[config.mk]
export PLATFORM = sky130hd
export DESIGN_NAME = alu_arbiter
export DESIGN_NICKNAME = d
export VERILOG_FILES = /design/src/rtl/alu_ctrl_pkg.sv /design/src/rtl/alu_arbiter_rr_arb2.sv /design/src/rtl/alu_arbiter.sv
export SDC_FILE = /design/constraint.sdc
export NUM_CORES = 1
export LEC_CHECK = 0
export CELL_PAD_IN_SITES_DETAIL_PLACEMENT = 2
export CELL_PAD_IN_SITES_GLOBAL_PLACEMENT = 2
export CORE_UTILIZATION = 25
export DETAILED_ROUTE_END_ITERATION = 7
export HOLD_SLACK_MARGIN = 0.1
export PLACE_DENSITY_LB_ADDON = 0.2
export SYNTH_ARGS = -nofsm -noshare
export SYNTH_HDL_FRONTEND = slang
export SYNTH_SLANG_ARGS = --single-unit
[constraint.sdc]
create_clock -name clk -period 3.02 [get_ports clk]
set_input_delay 0.453 -clock clk [delete_from_list [all_inputs] [get_ports clk]]
set_output_delay 0.453 -clock clk [all_outputs]
set_load 0.02 [all_outputs]
[src/rtl/alu_ctrl_pkg.sv]
// Shared definitions for the ALU and the blocks that issue work to it:
// operand/opcode widths, opcode encodings and the arbiter FSM states.
package alu_ctrl_pkg;

    localparam int OPND_W = 4;
    localparam int OP_W   = 2;

    typedef enum logic [OP_W-1:0] {
        OP_ADD = 2'b00,
        OP_SUB = 2'b01,
        OP_AND = 2'b10,
        OP_OR  = 2'b11
    } alu_op_e;

    typedef enum logic [1:0] {
        ST_IDLE    = 2'b00,
        ST_ISSUE   = 2'b01,
        ST_CAPTURE = 2'b10,
        ST_RESP    = 2'b11
    } arb_state_e;

endpackage

[src/rtl/alu_arbiter_rr_arb2.sv]
// Two-requester grant logic. Produces a one-hot grant from the request
// valids and the index of the requester granted last time. With
// FIXED_PRIO set, requester 0 always wins when it is requesting.
module rr_arb2 #(
    parameter bit FIXED_PRIO = 1'b0
) (
    input  logic [1:0] i_valid,
    input  logic       i_last,
    output logic [1:0] o_grant
);

    // Pick a single winner; a tie goes to the requester not granted last.
    always_comb begin
        o_grant = 2'b00;
        if (FIXED_PRIO) begin
            if (i_valid[0]) begin
                o_grant = 2'b01;
            end else if (i_valid[1]) begin
                o_grant = 2'b10;
            end
        end else begin
            case (i_valid)
                2'b01:   o_grant = 2'b01;
                2'b10:   o_grant = 2'b10;
                2'b11:   o_grant = i_last ? 2'b01 : 2'b10;
                default: o_grant = 2'b00;
            endcase
        end
    end

endmodule

[src/rtl/alu_arbiter.sv]
// Shares one registered ALU between two requesters. One operation is in
// flight at a time: IDLE grants and loads operands, ISSUE lets the ALU
// sample them, CAPTURE latches the ALU outputs into the response
// registers, RESP holds the response until the consumer takes it.
module alu_arbiter
    import alu_ctrl_pkg::*;
#(
    parameter bit FIXED_PRIO = 1'b0
) (
    input  logic              clk,
    input  logic              rst_n,
    input  logic              req0_valid,
    output logic              req0_ready,
    input  logic [OPND_W-1:0] req0_a,
    input  logic [OPND_W-1:0] req0_b,
    input  logic [OP_W-1:0]   req0_op,
    input  logic              req1_valid,
    output logic              req1_ready,
    input  logic [OPND_W-1:0] req1_a,
    input  logic [OPND_W-1:0] req1_b,
    input  logic [OP_W-1:0]   req1_op,
    output logic [OPND_W-1:0] alu_a,
    output logic [OPND_W-1:0] alu_b,
    output logic [OP_W-1:0]   alu_op,
    input  logic [OPND_W-1:0] alu_result,
    input  logic              alu_carry,
    input  logic              alu_zero,
    output logic              rsp_valid,
    input  logic              rsp_ready,
    output logic              rsp_id,
    output logic [OPND_W-1:0] rsp_result,
    output logic              rsp_carry,
    output logic              rsp_zero,
    output logic              busy
);

    arb_state_e        r_state;
    arb_state_e        w_next_state;
    logic [1:0]        w_grant;
    logic              w_accept;

    logic              r_last;
    logic              r_gnt_id;
    logic [OPND_W-1:0] r_alu_a;
    logic [OPND_W-1:0] r_alu_b;
    logic [OP_W-1:0]   r_alu_op;
    logic              r_rsp_valid;
    logic              r_rsp_id;
    logic [OPND_W-1:0] r_rsp_result;
    logic              r_rsp_carry;
    logic              r_rsp_zero;

    rr_arb2 #(
        .FIXED_PRIO (FIXED_PRIO)
    ) u_arb (
        .i_valid (({req1_valid, req0_valid})),
        .i_last  (r_last),
        .o_grant (w_grant)
    );

    // State register; reset drops any in-flight operation.
    always_ff @(posedge clk or negedge rst_n) begin
        if (!rst_n) begin
            r_state <= ST_IDLE;
        end else begin
            r_state <= w_next_state;
        end
    end

    // Next state and grant handshake; ready is only offered in IDLE and
    // is held low while reset is asserted.
    always_comb begin
        w_next_state = r_state;
        w_accept     = 1'b0;
        req0_ready   = 1'b0;
        req1_ready   = 1'b0;
        case (r_state)
            ST_IDLE: begin
                if (rst_n && (w_grant != 2'b00)) begin
                    w_accept     = 1'b1;
                    req0_ready   = w_grant[0];
                    req1_ready   = w_grant[1];
                    w_next_state = ST_ISSUE;
                end
            end
            ST_ISSUE:   w_next_state = ST_CAPTURE;
            ST_CAPTURE: w_next_state = ST_RESP;
            ST_RESP: begin
                if (r_rsp_valid && rsp_ready) begin
                    w_next_state = ST_IDLE;
                end
            end
            default:    w_next_state = ST_IDLE;
        endcase
    end

    // Operand/opcode registers and grant bookkeeping, loaded only on a
    // grant so the ALU inputs stay quiet between operations.
    always_ff @(posedge clk or negedge rst_n) begin
        if (!rst_n) begin
            r_alu_a  <= '0;
            r_alu_b  <= '0;
            r_alu_op <= OP_ADD;
            r_gnt_id <= 1'b0;
            r_last   <= 1'b1;
        end else if (w_accept) begin
            r_alu_a  <= w_grant[1] ? req1_a  : req0_a;
            r_alu_b  <= w_grant[1] ? req1_b  : req0_b;
            r_alu_op <= w_grant[1] ? req1_op : req0_op;
            r_gnt_id <= w_grant[1];
            r_last   <= w_grant[1];
        end
    end

    // Response registers: latch ALU outputs untouched in CAPTURE, hold
    // them through RESP, drop valid on the consumer handshake.
    always_ff @(posedge clk or negedge rst_n) begin
        if (!rst_n) begin
            r_rsp_valid  <= 1'b0;
            r_rsp_id     <= 1'b0;
            r_rsp_result <= '0;
            r_rsp_carry  <= 1'b0;
            r_rsp_zero   <= 1'b0;
        end else if (r_state == ST_CAPTURE) begin
            r_rsp_valid  <= 1'b1;
            r_rsp_id     <= r_gnt_id;
            r_rsp_result <= alu_result;
            r_rsp_carry  <= alu_carry;
            r_rsp_zero   <= alu_zero;
        end else if ((r_state == ST_RESP) && r_rsp_valid && rsp_ready) begin
            r_rsp_valid  <= 1'b0;
        end
    end

    assign alu_a      = r_alu_a;
    assign alu_b      = r_alu_b;
    assign alu_op     = r_alu_op;
    assign rsp_valid  = r_rsp_valid;
    assign rsp_id     = r_rsp_id;
    assign rsp_result = r_rsp_result;
    assign rsp_carry  = r_rsp_carry;
    assign rsp_zero   = r_rsp_zero;
    assign busy       = (r_state != ST_IDLE);

endmodule
Word-level counts from Yosys, hierarchy flattened
Cells that the tools add are included.

Equality and inequality tests: 8. Muxes and demuxes: 16. Reduce and logical (&&, ||, !) cells: 9.

Operators by type and width (number): $eq 2x2->1 const B (4); $mux 1 (8); $mux 2 (4); $mux 4 (2); $pmux 2 s4 (1); $pmux 2 s3 (1); $reduce_bool 2->1 (3); $eq 2x1->1 const B (2); $logic_and 1x1->1 (4); $ne 2x2->1 const B (2); $logic_not 2->1 (1); $reduce_and 2->1 (1).

Register bits: 22. Bits of input ports: 31. Output and inout port bits: 21. Word-level logic and storage cells: 44.

Longest topological paths before layout
Gate-level depths: netlist of run 1.

Depth in word-level cells: 6. Mapped depth: 6. Gate-level depth less buffers: 5.

Hierarchy
From an unflattened synthesis of run 1, not the netlist that was laid out.

Cells, all modules: 87. Area, all modules: 1009.7 um^2.

By module, submodules not included: alu_arbiter (instances 1, cells each 84, area each 991.0 um^2, seq. area each 551.8 um^2); rr_arb2 (instances 1, cells each 3, area each 18.8 um^2, seq. area each 0.0 um^2).

Worst setup path before layout of run 1
Ideal clock, no wire load.

Path kind: register to output. From: reg r_state[0]. To: out req0_ready. Arrival time: 1.187 ns. Data required time: 2.567 ns. Setup slack: 1.380 ns. Stages on the path, launching flop included: 5. Buffers on the path: 0. Cells stage by stage: dfrtp_1 -> inv_1 -> ha_1 -> o211ai_2 -> nor2b_1.

Longest elaborated chain between the ends: 2.

RTL lines: from (decl) (RTL line alu_arbiter.sv:37) `arb_state_e r_state;`; from (signal assigned) (RTL line alu_arbiter.sv:66) `r_state <= w_next_state;`; $logic_not 2->1 (RTL line alu_arbiter.sv:77) `case (r_state)`; $mux 1 (RTL line alu_arbiter.sv:77); to (decl) (RTL line alu_arbiter.sv:13) `output logic req0_ready,`.

Every way passes these cells.

Worst setup path after layout of run 1
From: in req0_valid. To: out req0_ready.

Longest elaborated chain between the ends: 6. Elaborated cells between the ends (all ways): 8. Classes of those cells: eq/ne: 3; mux: 3; reduce/logical: 2.

RTL lines: from (decl) (RTL line alu_arbiter.sv:12) `input logic req0_valid,`; $eq 2x2->1 / $eq 2x1->1 (equally long branches) (RTL line alu_arbiter_rr_arb2.sv:22) `case (i_valid)`; $pmux 2 s3 (*) (RTL line alu_arbiter_rr_arb2.sv:22); $reduce_bool 2->1 (RTL line alu_arbiter.sv:79) `if (rst_n && (w_grant != 2'b00)) begin`; $logic_and 1x1->1 (RTL line alu_arbiter.sv:79); $mux 1 (*) (RTL line alu_arbiter.sv:79); $mux 1 (*) (RTL line alu_arbiter.sv:77).

Mark *: on every way between the ends. The rest lies on a longest branch, timed or not.

==> impl_results.rst, run 1 <==
.. list-table::
   :header-rows: 1

   * - Metric
     - Value
   * - Clock tree root buffer cell
     - sky130_fd_sc_hd__clkbuf_8
   * - Worst-case setup slack after placement
     - 0.477 ns
   * - Final-stage net count
     - between 150 and 200
   * - Routed wire length per instance
     - 14.4 um
   * - Post-CTS Hold Fix Bufs
     - 0
   * - Antenna violations before repair
     - 0
   * - # diodes
     - 0
   * - Via count of the first global-routing pass
     - 885
   * - Shortest period the worst path allows
     - about 2.5 ns
   * - Type of the worst min-delay path
     - reg2reg
   * - Num ports
     - 52
   * - Post-route setup TNS
     - 0 ns
   * - Post-detailed-routing wire length
     - approximately 2600 um
   * - End of the worst register-to-register path
     - alu_a[2]
   * - Worst-Skew Late Latency
     - 0.27 ns
   * - Part of the cycle the worst path needs
     - between 80% and 90%
   * - End of the worst hold path
     - r_gnt_id
   * - Worst hold path startpoint
     - r_gnt_id
   * - RSZ-0062 raised after global routing
     - no
   * - Outcome
     - finished, final reports clean
   * - Mean number of vias per cell
     - ~4.5
   * - Slew @ Worst Pin
     - between 0.4 and 0.5 ns
   * - Leakage power figure
     - around 0.72 nW
   * - Register bit total from synthesis
     - 22
   * - Post-synthesis cell type count
     - 21
   * - Total power density per cell area
     - 970 nW/um^2
   * - Register-to-Register Setup Slack
     - 1.48 ns
   * - Initial drt markers
     - 15
   * - Final slew viol count
     - 0
   * - Resize count post-CTS
     - 0
   * - Cell count of the worst reg-to-reg path
     - 6
   * - Initial core utilization
     - 26.9%
   * - Number of port buffers
     - 51
   * - Residual DRC
     - 0
   * - Setup crit start kind
     - input pin
   * - Wire length of the first global-routing pass
     - 4310 um
   * - Number of nets produced by synthesis
     - 116
   * - Syn avg cell area
     - 12.5 sq um
   * - Max-cap check violation count
     - 0
   * - Floorplan row count
     - 22
   * - Detailed-router iteration count before antenna repair
     - 2
   * - Worst ir drop on vdd
     - 0.400 mV
   * - Yosys warning count
     - 0
   * - Floorplan Core Area
     - 3800 sq um
   * - HPWL Detailed
     - between 1500 and 2000 um
   * - CP Launch Point
     - req0_valid
   * - TritonCTS clock tree
     - built
   * - Clock input transition at the sequential cells of the worst setup and hold paths
     - 0.08 ns
   * - Crit Path Class
     - in2out
   * - Synth-to-layout area growth
     - 60.0%
   * - Normalized max-slew margin
     - 68.0%
   * - Number of vias in the routed layout
     - 827
   * - Maximum clock insertion buffer count
     - 2
   * - Cells after Synth
     - 82
   * - Number of levels in the clock H-tree
     - 1
   * - Number of stages on the worst hold path
     - 1
   * - Die W
     - about 66 um
   * - Share of layout cells above drive strength 1
     - 12.6%
   * - Total clock buffers created by CTS
     - 3
   * - Clk_skew
     - 0.00186 ns
   * - Required time at the worst-slack endpoint
     - 2.57 ns
   * - Arrival @ worst endpoint
     - 2.07 ns
   * - Final weighted congestion in routability-driven placement
     - 0.615
   * - Clock sink count
     - 22
   * - Origin of the critical flop-to-flop path
     - r_state[0]
   * - Final setup vio count
     - 0
   * - Post-CTS setup buffers
     - 0
   * - Fraction of the yosys area taken by sequential cells
     - between 50% and 60%
   * - Maximum number of pins on one net before global-route repair
     - 24
   * - Fin. Hold Viols
     - 0
   * - Critical path capture point type
     - primary output
   * - Largest fanout on the critical path
     - 12
   * - Highest clock rate
     - 396 MHz
   * - Height of the die
     - 65.9 um
   * - Combined area of all synthesized cells
     - 1020 sq um
   * - Antenna-violating nets left
     - 0
   * - Final global-route overflow total
     - 0
   * - GRT Util Overall
     - 13.5%
   * - DIE AREA
     - 4350 sq um
   * - Setup slack after layout
     - 0.495 ns
==> report_power, final <==
part / leakage (nW) / switching, mW / internal [mW] / total [mW]
Clock: 0.0357 / 0.105 / 0.177 / 0.282
Combinational: 0.423 / 0.377 / 0.407 / 0.784
Sequential: 0.266 / 0.0801 / 0.440 / 0.520
==> cells by family (layout without fill, tap and decap cells) <==
group / Yosys count / after routing / synth area share, %
AOI/OAI and AO/OA: 19 / 19 / 12.6
adders and majority gates: 3 / 3 / 3.67
buffers and inverters: 7 / 60 / 5.39
DFF: 22 / 22 / 54.0
muxes: 18 / 18 / 18.6
and+or+nand+nor: 13 / 13 / 5.75
==> layer usage <==
| metal | vias to the layer above | track usage [%] | part of all wire [%] |
|---|---|---|---|
| met5 | - | 0 | 0 |
| li1 | 389 | - | - |
| met4 | 0 | 3.99 | 1.3 |
| met2 | 37 | 23.5 | 50 |
| met1 | 397 | 15.0 | 39 |
| met3 | 4 | 5.34 | 9.1 |
==> flip-flops by register name, indices dropped and copies added (netlist names) <==
signal,cells
rsp_result,4
r_last,1
alu_a,4
alu_op,2
rsp_id,1
rsp_valid,1
rsp_zero,1
r_state,2
rsp_carry,1
alu_b,4
r_gnt_id,1
==> critical path: stages <==
cell	delay, ns
sky130_fd_sc_hd__clkdlybuf4s50_1	0.53
sky130_fd_sc_hd__a21bo_4	0.29
sky130_fd_sc_hd__nor2b_1	0.17
sky130_fd_sc_hd__clkdlybuf4s50_1	0.63
==> metrics by stage <==
step	utilization, %	instance area [sq um]	total power [mW]	hold slack, ns	std cells
after floorplan	-	1020	0.963	0.157	82
after global placement	41.2	1560	1.29	0.459	179
after detailed placement	41.2	1560	1.33	0.465	179
after CTS	43.1	1640	1.62	0.487	183
after global routing	43.1	1640	1.69	0.522	183
final	43.1	1640	1.59	0.486	183
==> synth_stat cells (all sizes together) <==
master	count	share of area (%)
o32a	1	0.98
mux2i	10	9.8
nand2	11	4.0
o211ai	1	1.2
dfrtp	21	51
dfstp	1	2.6
ha	3	3.7
buf	4	4.3
o21ai	11	5.4
mux2	8	8.8
a21boi	1	0.73
nor2	1	1.1
nor2b	1	0.61
a21bo	1	1.6
a21oi	1	0.49
inv	3	1.1
a21o	3	2.2
==> layout make-up <==
| class | count | area [sq um] |
|---|---|---|
| clock buffers | 3 | 41.3 |
| clock inverters | 1 | 30.0 |
| fillers | 385 | 2160 |
| inverters | 3 | 11.3 |
| multi-input cells | 53 | 415 |
| flip-flops and latches | 22 | 552 |
| well taps | 48 | 60.1 |
| repair buffers | 53 | 526 |
==> cell usage in the layout, fill, tap and decap left out <==
| cell | n |
|---|---|
| sky130_fd_sc_hd__mux2_1 | 1 |
| sky130_fd_sc_hd__nor2_4 | 1 |
| sky130_fd_sc_hd__dfrtp_1 | 21 |
| sky130_fd_sc_hd__ha_1 | 3 |
| sky130_fd_sc_hd__inv_1 | 3 |
| sky130_fd_sc_hd__a21bo_4 | 1 |
| sky130_fd_sc_hd__o32a_1 | 1 |
| sky130_fd_sc_hd__mux2_2 | 7 |
| sky130_fd_sc_hd__a21oi_1 | 1 |
| sky130_fd_sc_hd__o211ai_2 | 1 |
| sky130_fd_sc_hd__buf_4 | 2 |
| sky130_fd_sc_hd__a21boi_1 | 1 |
| sky130_fd_sc_hd__clkbuf_8 | 3 |
| sky130_fd_sc_hd__bufinv_16 | 1 |
| sky130_fd_sc_hd__o21ai_1 | 11 |
| sky130_fd_sc_hd__clkdlybuf4s50_1 | 51 |
| sky130_fd_sc_hd__mux2i_1 | 10 |
| sky130_fd_sc_hd__dfstp_2 | 1 |
| sky130_fd_sc_hd__nor2b_1 | 1 |
| sky130_fd_sc_hd__a21o_1 | 3 |
| sky130_fd_sc_hd__nand2_1 | 11 |
==> how the worst max path moves through the flow <==
stage | to | slack (ns) | depth (start not counted)
final | req0_ready | 0.49 | 4
after floorplan | req0_ready | 1.38 | 4
after detailed placement | req1_ready | 0.48 | 4
after CTS | req0_ready | 0.46 | 5
after global routing | req0_ready | 0.36 | 5
after global placement | req0_ready | 0.48 | 4
Power figures use the tool's default switching activity.
==> run 2, diff against run 1 <==
- CORE_UTILIZATION: 25 -> 21
- clock period: 3.02 -> 2.2 ns (I/O delays scaled with it)
==> run 2 against run 1 <==
Net effect:
- sequential share of layout area shrank 0.56 points
- sequential power grew 37%
- first-iteration DRC count grew 33%
- sequential cell count is the same
- total power grew 37%
- largest power group unchanged
- via count grew 0.36%
- wire length shrank 1.6%
- clock-buffer cell count is the same
- die area grew 18%
- design area grew 1.7%
- hold slack gained 0.0034 ns
- worst setup slack lost 0.31 ns
==> impl_results.rst, run 2 (synthesized netlist as in run 1, its figures left out) <==
.. list-table::
   :header-rows: 1

   * - Metric
     - Value
   * - Register-to-Register Setup Slack
     - 0.79 ns
   * - DIE AREA
     - 5150 sq um
   * - Most common cell after layout, fill and taps aside
     - sky130_fd_sc_hd__clkdlybuf4s50_1
   * - Synth-to-layout area growth
     - 62.7%
   * - Clock sink count
     - 22
   * - Utilization after layout
     - 35.4%
   * - Die W
     - 71.8 um
   * - Commonest non-fill, non-tap cells in the layout
     - 49 x sky130_fd_sc_hd__clkdlybuf4s50_1, 21 x sky130_fd_sc_hd__dfrtp_1, 11 x sky130_fd_sc_hd__nand2_1, 11 x sky130_fd_sc_hd__o21ai_1, 10 x sky130_fd_sc_hd__mux2i_1
   * - Normalized max-slew margin
     - 73.3%
   * - Post-detailed-routing wire length
     - 2600 um
   * - Post-route setup TNS
     - 0 ns
   * - RSZ-0062 raised after global routing
     - no
   * - Final-stage net count
     - roughly 170
   * - Origin of the critical flop-to-flop path
     - r_state[1]
   * - Clk_skew
     - around 0.0015 ns
   * - # diodes
     - 0
   * - Shortest period the worst path allows
     - 2.01 ns
   * - Initial drt markers
     - 20
   * - Maximum clock insertion buffer count
     - 2
   * - Crit Path Class
     - reg2out
   * - Resize count post-CTS
     - 2
   * - Hold WS
     - 0.490 ns
   * - Clock tree root buffer cell
     - sky130_fd_sc_hd__clkbuf_8
   * - Height of the die
     - 71.8 um
   * - Slew @ Worst Pin
     - 0.401 ns
   * - Type of the worst min-delay path
     - reg2reg
   * - Residual DRC
     - 0
   * - Final global-route overflow total
     - 0
   * - Initial core utilization
     - 21.8%
   * - Share of layout cells above drive strength 1
     - 14.5%
   * - Total clock buffers created by CTS
     - 3
   * - Largest fanout on the critical path
     - 4
   * - Floorplan Core Area
     - 4690 sq um
   * - Clock input transition at the sequential cells of the worst setup and hold paths
     - approximately 0.080 ns
   * - Number of vias in the routed layout
     - 830
   * - Detailed-router iteration count before antenna repair
     - 2
   * - Wire length of the first global-routing pass
     - about 4300 um
   * - Post-CTS setup buffers
     - 0
   * - Post-placement cell area
     - 1590 sq um
   * - Antenna-violating nets left
     - 0
   * - Final setup vio count
     - 0
   * - Number of port buffers
     - 51
   * - Critical path capture point type
     - primary output
   * - Routed wire length per instance
     - 13.5 um
   * - Antenna violations before repair
     - 0
   * - Num ports
     - 52
   * - Outcome
     - finished, final reports clean
   * - Highest clock rate
     - a little under 500 MHz
   * - TritonCTS clock tree
     - built
   * - Worst-case setup slack after placement
     - 0.0220 ns
   * - Cell count of the worst reg-to-reg path
     - 4
   * - Arrival @ worst endpoint
     - between 1.5 and 2 ns
   * - Number of levels in the clock H-tree
     - 1
   * - Placed cell count
     - 188
   * - End of the worst register-to-register path
     - r_state[1]
   * - Floorplan row count
     - 25
   * - Leakage power figure
     - 0.748 nW
   * - Max-cap check violation count
     - 0
   * - HPWL Detailed
     - about 2100 um
   * - Worst-Skew Late Latency
     - about 0.26 ns
   * - Fin. Hold Viols
     - 0
   * - Non-filler instance count after layout
     - 192
   * - Post-CTS Hold Fix Bufs
     - 0
   * - GRT Util Overall
     - a little over a tenth
   * - Worst hold path startpoint
     - alu_op[1]
   * - Worst ir drop on vdd
     - 0.363 mV
   * - Via count of the first global-routing pass
     - 900
   * - Setup slack after layout
     - about 0.19 ns
   * - Total power
     - 2.17 mW
   * - Maximum number of pins on one net before global-route repair
     - 24
   * - Total power density per cell area
     - 1310 nW/um^2
   * - End of the worst hold path
     - alu_op[1]
   * - Setup crit start kind
     - flop
   * - Final weighted congestion in routability-driven placement
     - 0.691
   * - Part of the cycle the worst path needs
     - about 90%
   * - Number of stages on the worst hold path
     - 2
   * - Final design area excluding fillers
     - 1660 sq um
   * - Mean number of vias per cell
     - 4.32
   * - Final slew viol count
     - 0
   * - Required time at the worst-slack endpoint
     - approximately 1.9 ns
[run 2: how the worst max path moves through the flow]
stage | start | end | slack [ns] | depth (start not counted)
after detailed placement | req1_valid | req1_ready | 0.02 | 4
after global routing | r_state[0] | req0_ready | 0.06 | 5
after floorplan | r_state[0] | req0_ready | 0.68 | 4
final | r_state[0] | req0_ready | 0.19 | 5
after global placement | req1_valid | req1_ready | 0.03 | 4
after CTS | r_state[0] | req0_ready | 0.16 | 5
[run 2: layout make-up]
cell class / count / area [sq um]
tap: 54 / 67.6
fill: 515 / 3030
clock inverter: 1 / 30.0
sequential: 22 / 552
clock buffer: 3 / 41.3
multi-input combinational: 53 / 415
inverter: 3 / 11.3
timing repair buffer: 56 / 546
[run 2: power breakdown]
| group | internal (mW) | switching (mW) | total, mW |
|---|---|---|---|
| Combinational | 0.566 | 0.519 | 1.08 |
| Sequential | 0.604 | 0.108 | 0.713 |
| Clock | 0.243 | 0.134 | 0.377 |
[run 2: routing by layer]
layer  wire length (um)  track usage (%)  up-vias  part of all wire, %
met5                  0                0        -                    0
met3                265             4.64        2                   10
met4                 12             2.61        0                 0.46
li1                   -                -      391                    -
met2               1330             19.1       33                   51
met1                994             11.9      404                   38
[run 2: critical path: stages, from the launching register on]
cell and delay [ns]:
sky130_fd_sc_hd__dfrtp_1 0.40, sky130_fd_sc_hd__inv_1 0.09, sky130_fd_sc_hd__ha_1 0.24, sky130_fd_sc_hd__o211ai_2 0.18, sky130_fd_sc_hd__nor2b_1 0.14, sky130_fd_sc_hd__dlygate4sd2_1 0.38
==> run 3, diff against run 2 <==
- CTS_CLUSTER_DIAMETER: default -> 40
==> results of run 3 <==
No change in the layout: final DEF, timing and power equal those of run 2.
